$ cat src/rtl/cpu_control_fsm_if.sv
// Control-path bundle between the TinyCPU sequencer and its decoder, memory port and datapath.
// master = the sequencer; slave = the surrounding core (or a bench).
interface cpu_control_fsm_if;
  logic [4:0]  instr_type;
  logic        jump_cond_nz;
  logic        mem_ready;
  logic        mem_req;
  logic        mem_we;
  logic        mem_addr_sel;
  logic        ir_we;
  logic        rf_we;
  logic [1:0]  rf_wdata_sel;
  logic        pc_inc;
  logic        pc_load;
  logic        halted;
  logic        illegal_instr;
  logic        mem_timeout;
  logic [31:0] retired;

  modport master (
    input  instr_type, jump_cond_nz, mem_ready,
    output mem_req, mem_we, mem_addr_sel, ir_we, rf_we, rf_wdata_sel,
           pc_inc, pc_load, halted, illegal_instr, mem_timeout, retired
  );

  modport slave (
    output instr_type, jump_cond_nz, mem_ready,
    input  mem_req, mem_we, mem_addr_sel, ir_we, rf_we, rf_wdata_sel,
           pc_inc, pc_load, halted, illegal_instr, mem_timeout, retired
  );
endinterface

$ cat src/rtl/cpu_control_fsm.sv
// TinyCPU multi-cycle sequencer: BOOT/FETCH/DECODE/EXEC/HALTED with a memory req/ready
// handshake, per-access wait timeout and a retired-instruction counter.
module cpu_control_fsm #(
  parameter logic [4:0]  T_NOP       = 5'd0,
  parameter logic [4:0]  T_LOAD_IMM  = 5'd1,
  parameter logic [4:0]  T_LOAD      = 5'd2,
  parameter logic [4:0]  T_STORE     = 5'd3,
  parameter logic [4:0]  T_ALU       = 5'd4,
  parameter logic [4:0]  T_JUMP      = 5'd5,
  parameter logic [4:0]  T_HALT      = 5'd6,
  parameter int unsigned MEM_TIMEOUT = 16
) (
  input logic               clk,
  input logic               rst_n,
  cpu_control_fsm_if.master bus
);

  localparam logic [2:0] S_BOOT   = 3'd0;
  localparam logic [2:0] S_FETCH  = 3'd1;
  localparam logic [2:0] S_DECODE = 3'd2;
  localparam logic [2:0] S_EXEC   = 3'd3;
  localparam logic [2:0] S_HALTED = 3'd4;

  // Counter only needs to reach MEM_TIMEOUT-1; the last-value compare is unused when disabled.
  localparam int unsigned     WCW       = (MEM_TIMEOUT > 32'd1) ? $clog2(MEM_TIMEOUT) : 1;
  localparam logic [WCW-1:0]  WAIT_LAST = WCW'(MEM_TIMEOUT - 32'd1);
  localparam logic            TO_EN     = (MEM_TIMEOUT != 32'd0);

  logic [2:0]     state_q, state_d;
  logic [WCW-1:0] wait_cnt_q, wait_cnt_d;
  logic           illegal_q, illegal_d;
  logic           mem_timeout_q, mem_timeout_d;
  logic [31:0]    retired_q, retired_d;

  logic           mem_req_s, mem_we_s, mem_addr_sel_s, ir_we_s, rf_we_s;
  logic [1:0]     rf_wdata_sel_s;
  logic           pc_inc_s, pc_load_s, halted_s, timeout_s;

  // Strobe decode, next state, wait counter, sticky flags and retire counter.
  always_comb begin
    state_d        = state_q;
    illegal_d      = illegal_q;
    mem_timeout_d  = mem_timeout_q;
    mem_req_s      = 1'b0;
    mem_we_s       = 1'b0;
    mem_addr_sel_s = 1'b0;
    ir_we_s        = 1'b0;
    rf_we_s        = 1'b0;
    rf_wdata_sel_s = 2'd0;
    pc_inc_s       = 1'b0;
    pc_load_s      = 1'b0;
    halted_s       = 1'b0;

    case (state_q)
      S_BOOT: begin
        state_d = S_FETCH;
      end
      S_FETCH: begin
        mem_req_s = 1'b1;
        if (bus.mem_ready) begin
          ir_we_s = 1'b1;
          state_d = S_DECODE;
        end else begin
          state_d = S_FETCH;
        end
      end
      S_DECODE: begin
        state_d = S_EXEC;
      end
      S_EXEC: begin
        case (bus.instr_type)
          T_NOP: begin
            pc_inc_s = 1'b1;
            state_d  = S_FETCH;
          end
          T_LOAD_IMM: begin
            rf_we_s  = 1'b1;
            pc_inc_s = 1'b1;
            state_d  = S_FETCH;
          end
          T_ALU: begin
            rf_we_s        = 1'b1;
            rf_wdata_sel_s = 2'd1;
            pc_inc_s       = 1'b1;
            state_d        = S_FETCH;
          end
          T_LOAD: begin
            mem_req_s      = 1'b1;
            mem_addr_sel_s = 1'b1;
            if (bus.mem_ready) begin
              rf_we_s        = 1'b1;
              rf_wdata_sel_s = 2'd2;
              pc_inc_s       = 1'b1;
              state_d        = S_FETCH;
            end else begin
              state_d = S_EXEC;
            end
          end
          T_STORE: begin
            mem_req_s      = 1'b1;
            mem_we_s       = 1'b1;
            mem_addr_sel_s = 1'b1;
            if (bus.mem_ready) begin
              pc_inc_s = 1'b1;
              state_d  = S_FETCH;
            end else begin
              state_d = S_EXEC;
            end
          end
          T_JUMP: begin
            pc_load_s = bus.jump_cond_nz;
            pc_inc_s  = ~bus.jump_cond_nz;
            state_d   = S_FETCH;
          end
          T_HALT: begin
            state_d = S_HALTED;
          end
          default: begin
            illegal_d = 1'b1;
            state_d   = S_HALTED;
          end
        endcase
      end
      S_HALTED: begin
        halted_s = 1'b1;
        state_d  = S_HALTED;
      end
      default: begin
        state_d = S_HALTED;
      end
    endcase

    // A ready in the last allowed wait cycle still completes the access.
    timeout_s = TO_EN && mem_req_s && !bus.mem_ready && (wait_cnt_q == WAIT_LAST);
    if (timeout_s) begin
      state_d       = S_HALTED;
      mem_timeout_d = 1'b1;
    end else begin
      mem_timeout_d = mem_timeout_q;
    end

    if (state_d != state_q) begin
      wait_cnt_d = '0;
    end else if (mem_req_s && !bus.mem_ready) begin
      wait_cnt_d = wait_cnt_q + WCW'(1);
    end else begin
      wait_cnt_d = wait_cnt_q;
    end

    if (pc_inc_s || pc_load_s) begin
      retired_d = retired_q + 32'd1;
    end else begin
      retired_d = retired_q;
    end
  end

  // State and counter registers with asynchronous clear.
  always_ff @(posedge clk or negedge rst_n) begin
    if (!rst_n) begin
      state_q       <= S_BOOT;
      wait_cnt_q    <= '0;
      illegal_q     <= 1'b0;
      mem_timeout_q <= 1'b0;
      retired_q     <= 32'd0;
    end else begin
      state_q       <= state_d;
      wait_cnt_q    <= wait_cnt_d;
      illegal_q     <= illegal_d;
      mem_timeout_q <= mem_timeout_d;
      retired_q     <= retired_d;
    end
  end

  assign bus.mem_req       = mem_req_s;
  assign bus.mem_we        = mem_we_s;
  assign bus.mem_addr_sel  = mem_addr_sel_s;
  assign bus.ir_we         = ir_we_s;
  assign bus.rf_we         = rf_we_s;
  assign bus.rf_wdata_sel  = rf_wdata_sel_s;
  assign bus.pc_inc        = pc_inc_s;
  assign bus.pc_load       = pc_load_s;
  assign bus.halted        = halted_s;
  assign bus.illegal_instr = illegal_q;
  assign bus.mem_timeout   = mem_timeout_q;
  assign bus.retired       = retired_q;

endmodule

$ cat src/flat_wrapper.sv
// flat-port wrapper written by rule: the top's interface ports become plain ports
module cpu_control_fsm_flat 
#(
  parameter logic [4:0]  T_NOP       = 5'd0,
  parameter logic [4:0]  T_LOAD_IMM  = 5'd1,
  parameter logic [4:0]  T_LOAD      = 5'd2,
  parameter logic [4:0]  T_STORE     = 5'd3,
  parameter logic [4:0]  T_ALU       = 5'd4,
  parameter logic [4:0]  T_JUMP      = 5'd5,
  parameter logic [4:0]  T_HALT      = 5'd6,
  parameter int unsigned MEM_TIMEOUT = 16
)
  (clk, rst_n, bus_instr_type, bus_jump_cond_nz, bus_mem_ready, bus_mem_req, bus_mem_we, bus_mem_addr_sel, bus_ir_we, bus_rf_we, bus_rf_wdata_sel, bus_pc_inc, bus_pc_load, bus_halted, bus_illegal_instr, bus_mem_timeout, bus_retired);
  cpu_control_fsm_if bus_i ();
  input logic clk;
  input logic rst_n;
  input wire logic [$bits(bus_i.instr_type)-1:0] bus_instr_type;
  input wire logic [$bits(bus_i.jump_cond_nz)-1:0] bus_jump_cond_nz;
  input wire logic [$bits(bus_i.mem_ready)-1:0] bus_mem_ready;
  output wire logic [$bits(bus_i.mem_req)-1:0] bus_mem_req;
  output wire logic [$bits(bus_i.mem_we)-1:0] bus_mem_we;
  output wire logic [$bits(bus_i.mem_addr_sel)-1:0] bus_mem_addr_sel;
  output wire logic [$bits(bus_i.ir_we)-1:0] bus_ir_we;
  output wire logic [$bits(bus_i.rf_we)-1:0] bus_rf_we;
  output wire logic [$bits(bus_i.rf_wdata_sel)-1:0] bus_rf_wdata_sel;
  output wire logic [$bits(bus_i.pc_inc)-1:0] bus_pc_inc;
  output wire logic [$bits(bus_i.pc_load)-1:0] bus_pc_load;
  output wire logic [$bits(bus_i.halted)-1:0] bus_halted;
  output wire logic [$bits(bus_i.illegal_instr)-1:0] bus_illegal_instr;
  output wire logic [$bits(bus_i.mem_timeout)-1:0] bus_mem_timeout;
  output wire logic [$bits(bus_i.retired)-1:0] bus_retired;
  assign bus_i.instr_type = bus_instr_type;
  assign bus_i.jump_cond_nz = bus_jump_cond_nz;
  assign bus_i.mem_ready = bus_mem_ready;
  assign bus_mem_req = bus_i.mem_req;
  assign bus_mem_we = bus_i.mem_we;
  assign bus_mem_addr_sel = bus_i.mem_addr_sel;
  assign bus_ir_we = bus_i.ir_we;
  assign bus_rf_we = bus_i.rf_we;
  assign bus_rf_wdata_sel = bus_i.rf_wdata_sel;
  assign bus_pc_inc = bus_i.pc_inc;
  assign bus_pc_load = bus_i.pc_load;
  assign bus_halted = bus_i.halted;
  assign bus_illegal_instr = bus_i.illegal_instr;
  assign bus_mem_timeout = bus_i.mem_timeout;
  assign bus_retired = bus_i.retired;
  cpu_control_fsm #(.T_NOP(T_NOP), .T_LOAD_IMM(T_LOAD_IMM), .T_LOAD(T_LOAD), .T_STORE(T_STORE), .T_ALU(T_ALU), .T_JUMP(T_JUMP), .T_HALT(T_HALT), .MEM_TIMEOUT(MEM_TIMEOUT)) u_core (.clk(clk), .rst_n(rst_n), .bus(bus_i));
endmodule
$ cat config.mk
export PLATFORM = sky130hd
export DESIGN_NAME = cpu_control_fsm_flat
export DESIGN_NICKNAME = d
export VERILOG_FILES = /design/src/rtl/cpu_control_fsm_if.sv /design/src/rtl/cpu_control_fsm.sv /design/src/flat_wrapper.sv
export SDC_FILE = /design/constraint.sdc
export NUM_CORES = 1
export LEC_CHECK = 0
export BUFFER_PORTS_ARGS = -buffer_cell sky130_fd_sc_hd__buf_2
export CORE_MARGIN = 1.5
export CORE_UTILIZATION = 57
export CTS_CLUSTER_DIAMETER = 200
export DETAILED_ROUTE_END_ITERATION = 12
export GPL_ROUTABILITY_DRIVEN = 0
export PLACE_DENSITY = 0.84
export SYNTH_ARGS = -nofsm -noshare
export SYNTH_HDL_FRONTEND = slang
export SYNTH_SLANG_ARGS = --single-unit
$ cat constraint.sdc
create_clock -name clk -period 2.4 [get_ports clk]
set_input_delay 0.12 -clock clk [delete_from_list [all_inputs] [get_ports clk]]
set_output_delay 0.12 -clock clk [all_outputs]
set_load 0.005 [all_outputs]
==> flow_summary.ini <==
[routing]
dr.first_iter.drc_count = 161
wl_per_cell_um = 14.7
vias_per_cell = 5.88
ant_nets = 0
wl_um = 4670
dr.pass1.iters = 4
post-route-drc-count = 0
via_count = 1869

[logic_synthesis]
async_flop_share_pct = 100
syn_avg_cell_area_sq_um = 10.4
synth.cell_area_sq_um = 2240
synth_cells = 216
yosysWarnings = 0
synth.most_common_cell = dfrtp_1
ys_seq_area_share_pct = 45.8
synthDistinctLibCells = 45
synth_area_leaders = dfrtp_1 46%, xnor2_1 12%, nand4_1 6.4%, nand3_1 3.1%, nor4_1 2.5%
synth_ff_type = dfrtp_1
yosysTopAreaCell = dfrtp_1
netlist.area_leader.share_pct = 45.8
ys_ff_latch = 41
netlist_top_cells_count = 41 x dfrtp_1, 31 x xnor2_1, 23 x nand4_1
syn_nets = 227
synth_edf_count = 0

[floorplanning]
rows = 22
ios = 53
start_util_pct = 60.2
die_area_sq_um = 4310
core_area_sq_um = 3720
die_w_um = 65.7
die_h_um = 65.7

[power_and_ir_drop]
internal_power_uw = 950
p_comb_share_pct = 5.4
leakage_nw = 1.18
max-vdd-ir-drop_v = 0.000327
power.switching_uw = 269
swShare_pct = 22.1
p_per_area_nw_per_um2 = 464
seq_power_share_pct = 58.0
clkPwrFrac_pct = 36.6

[setup_path]
r2r_cells = 4
critPathMaxStageDelay_ps = 630
worstPathMaxFanout = 28
reg2reg_to = u_core.bus.retired[1]
worstSetupPathDepth = 5
r2r_setup_slack_ps = 430
start_kind = flop
crit_path_cell_trace = nand3b_1, a211oi_4, buf_4, and2_1, buf_2
crit_required_ps = 2280
critical_path_class = reg -> out
slowest_stage = dfrtp_1
cp-end-kind = primary output
r2r_start = u_core.state_q[1]
critPathArrivalTime_ps = 2060
crit_buf_inv = 2
cp-startpoint = u_core.state_q[1]
endpoint = bus_pc_inc
crit_family = flip-flops

[cells_and_area]
nNetsFinal = 281
drive_above_1_share_pct = 26.3
syn_to_final_growth_pct = 17.3
antennaDiodeCount = 0

[placed_design]
port_buffers = 52
pre_cts_slack_ps = 452
dp_hpwl_um = 3390

[min_path]
min_path_type = in -> reg
hold_path_depth = 3

[run_status]
status = complete, no violations

[grt]
track_usage_pct = 23.4
antenna_found_initial = 0
first_global_vias = 1723
grt_overflow = 0
grt_pass1_wl_um = 7810
grt_max_degree = 42

[clock_tree]
cts_buffers = 5
hold_buffers = 1
cts_resized = 0
clockBufferDepth = 2
numClockSinks = 41
post_cts_buffers = 0
cts-root-buf = clkbuf_8
cts_tree = done
clk_pin_slew_ps = 70
h-tree-depth = 2
clkLatencyLatePin_ps = 290

[sta]
drv_slew = 0
fin_crit_sh_pct = 91.0
tns_ps = 0
min_period_ps = 2180
grt_setup_unrepaired = no
fmax_ghz = 0.458
setup-violations-final = 0
hold_violations = 0
worst_slew_pin_slew_ps = 880
fin_ws_ps = 216
clock_skew_ps = 4.63
relSlewSlack_pct = 41.3

[run]
drv_cap = 0
==> metal layers <==
layer / wire (um) / track usage (%) / vias to the layer above
li1: - / - / 897
met1: 2040 / 31.5 / 912
met2: 2330 / 39.1 / 55
met3: 250 / 4.28 / 5
met4: 44 / 5.47 / 0
met5: 0 / 0 / -
==> area by class of cell <==
class,instances,area [sq um]
flip-flops and latches,41,1030
repair buffers,56,293
multi-input cells,161,1140
fillers,292,1090
inverters,5,18.8
well taps,48,60.1
clock buffers,7,86.3
==> layout by cell type (no fill, tap or decap), types with 5 or more instances in the layout <==
cell type / netlist / layout
buf_2: 3 / 52
dfrtp_1: 41 / 41
xnor2_1: 31 / 31
nand4_1: 23 / 23
nand3_1: 14 / 14
nor2_1: 9 / 9
nor4_1: 9 / 9
nand2_1: 8 / 8
nor3_1: 7 / 7
clkbuf_8: 0 / 6
inv_1: 5 / 5
a21oi_1: 5 / 5
and2_1: 5 / 5
and3_1: 5 / 5
==> metrics by stage <==
stage	utilization (%)	hold WS (ps)	power, mW	area, sq um	std cells
final	70.6	215	1.22	2630	318
after global routing	70.6	251	1.26	2630	318
after CTS	70.6	213	1.23	2630	318
after detailed placement	68.0	289	0.785	2530	310
after global placement	68.0	289	0.784	2530	310
after floorplan	-	-176	0.752	2240	216
==> flip-flops by register name, indices dropped and copies added (netlist names) <==
name                      cells
u_core.bus.mem_timeout        1
u_core.wait_cnt_q             4
u_core.bus.illegal_instr      1
u_core.bus.retired           32
u_core.state_q                3
==> tightest hold or removal path, cell delays in order <==
cell and delay, ps:
buf_2 140, a31oi_1 140, o21bai_1 70
==> cells by family (layout without fill, tap and decap cells) <==
logic type | Yosys count | in the layout | synth area share [%]
adder cells (fa/ha/maj) | 2 | 2 | 1.12
XOR/XNOR | 34 | 34 | 13.3
multiplexers | 2 | 2 | 0.950
flip-flops | 41 | 41 | 45.8
buffers and inverters | 14 | 68 | 3.19
AND/OR/NAND/NOR | 102 | 102 | 27.3
AO/OA/AOI/OAI | 21 | 21 | 8.27
==> worst min path at each step <==
stage / startpoint / endpoint / slack [ps]
final: bus_instr_type[0] / u_core.bus.illegal_instr / 220
after global routing: bus_instr_type[0] / u_core.bus.illegal_instr / 250
after CTS: bus_instr_type[0] / u_core.bus.illegal_instr / 210
after detailed placement: rst_n / u_core.bus.retired[29] / 290
after global placement: rst_n / u_core.bus.retired[24] / 290
after floorplan: rst_n / u_core.bus.illegal_instr / -180
==> power groups by stage <==
stage	registers, mW	logic [mW]	clock network (mW)
finish	0.707	0.0661	0.446
global placement	0.719	0.0642	0
CTS	0.706	0.0674	0.456
detailed placement	0.720	0.0657	0
global route	0.707	0.0760	0.481
floorplan	0.717	0.0346	0
No activity file was read; power rests on OpenSTA's default activity.
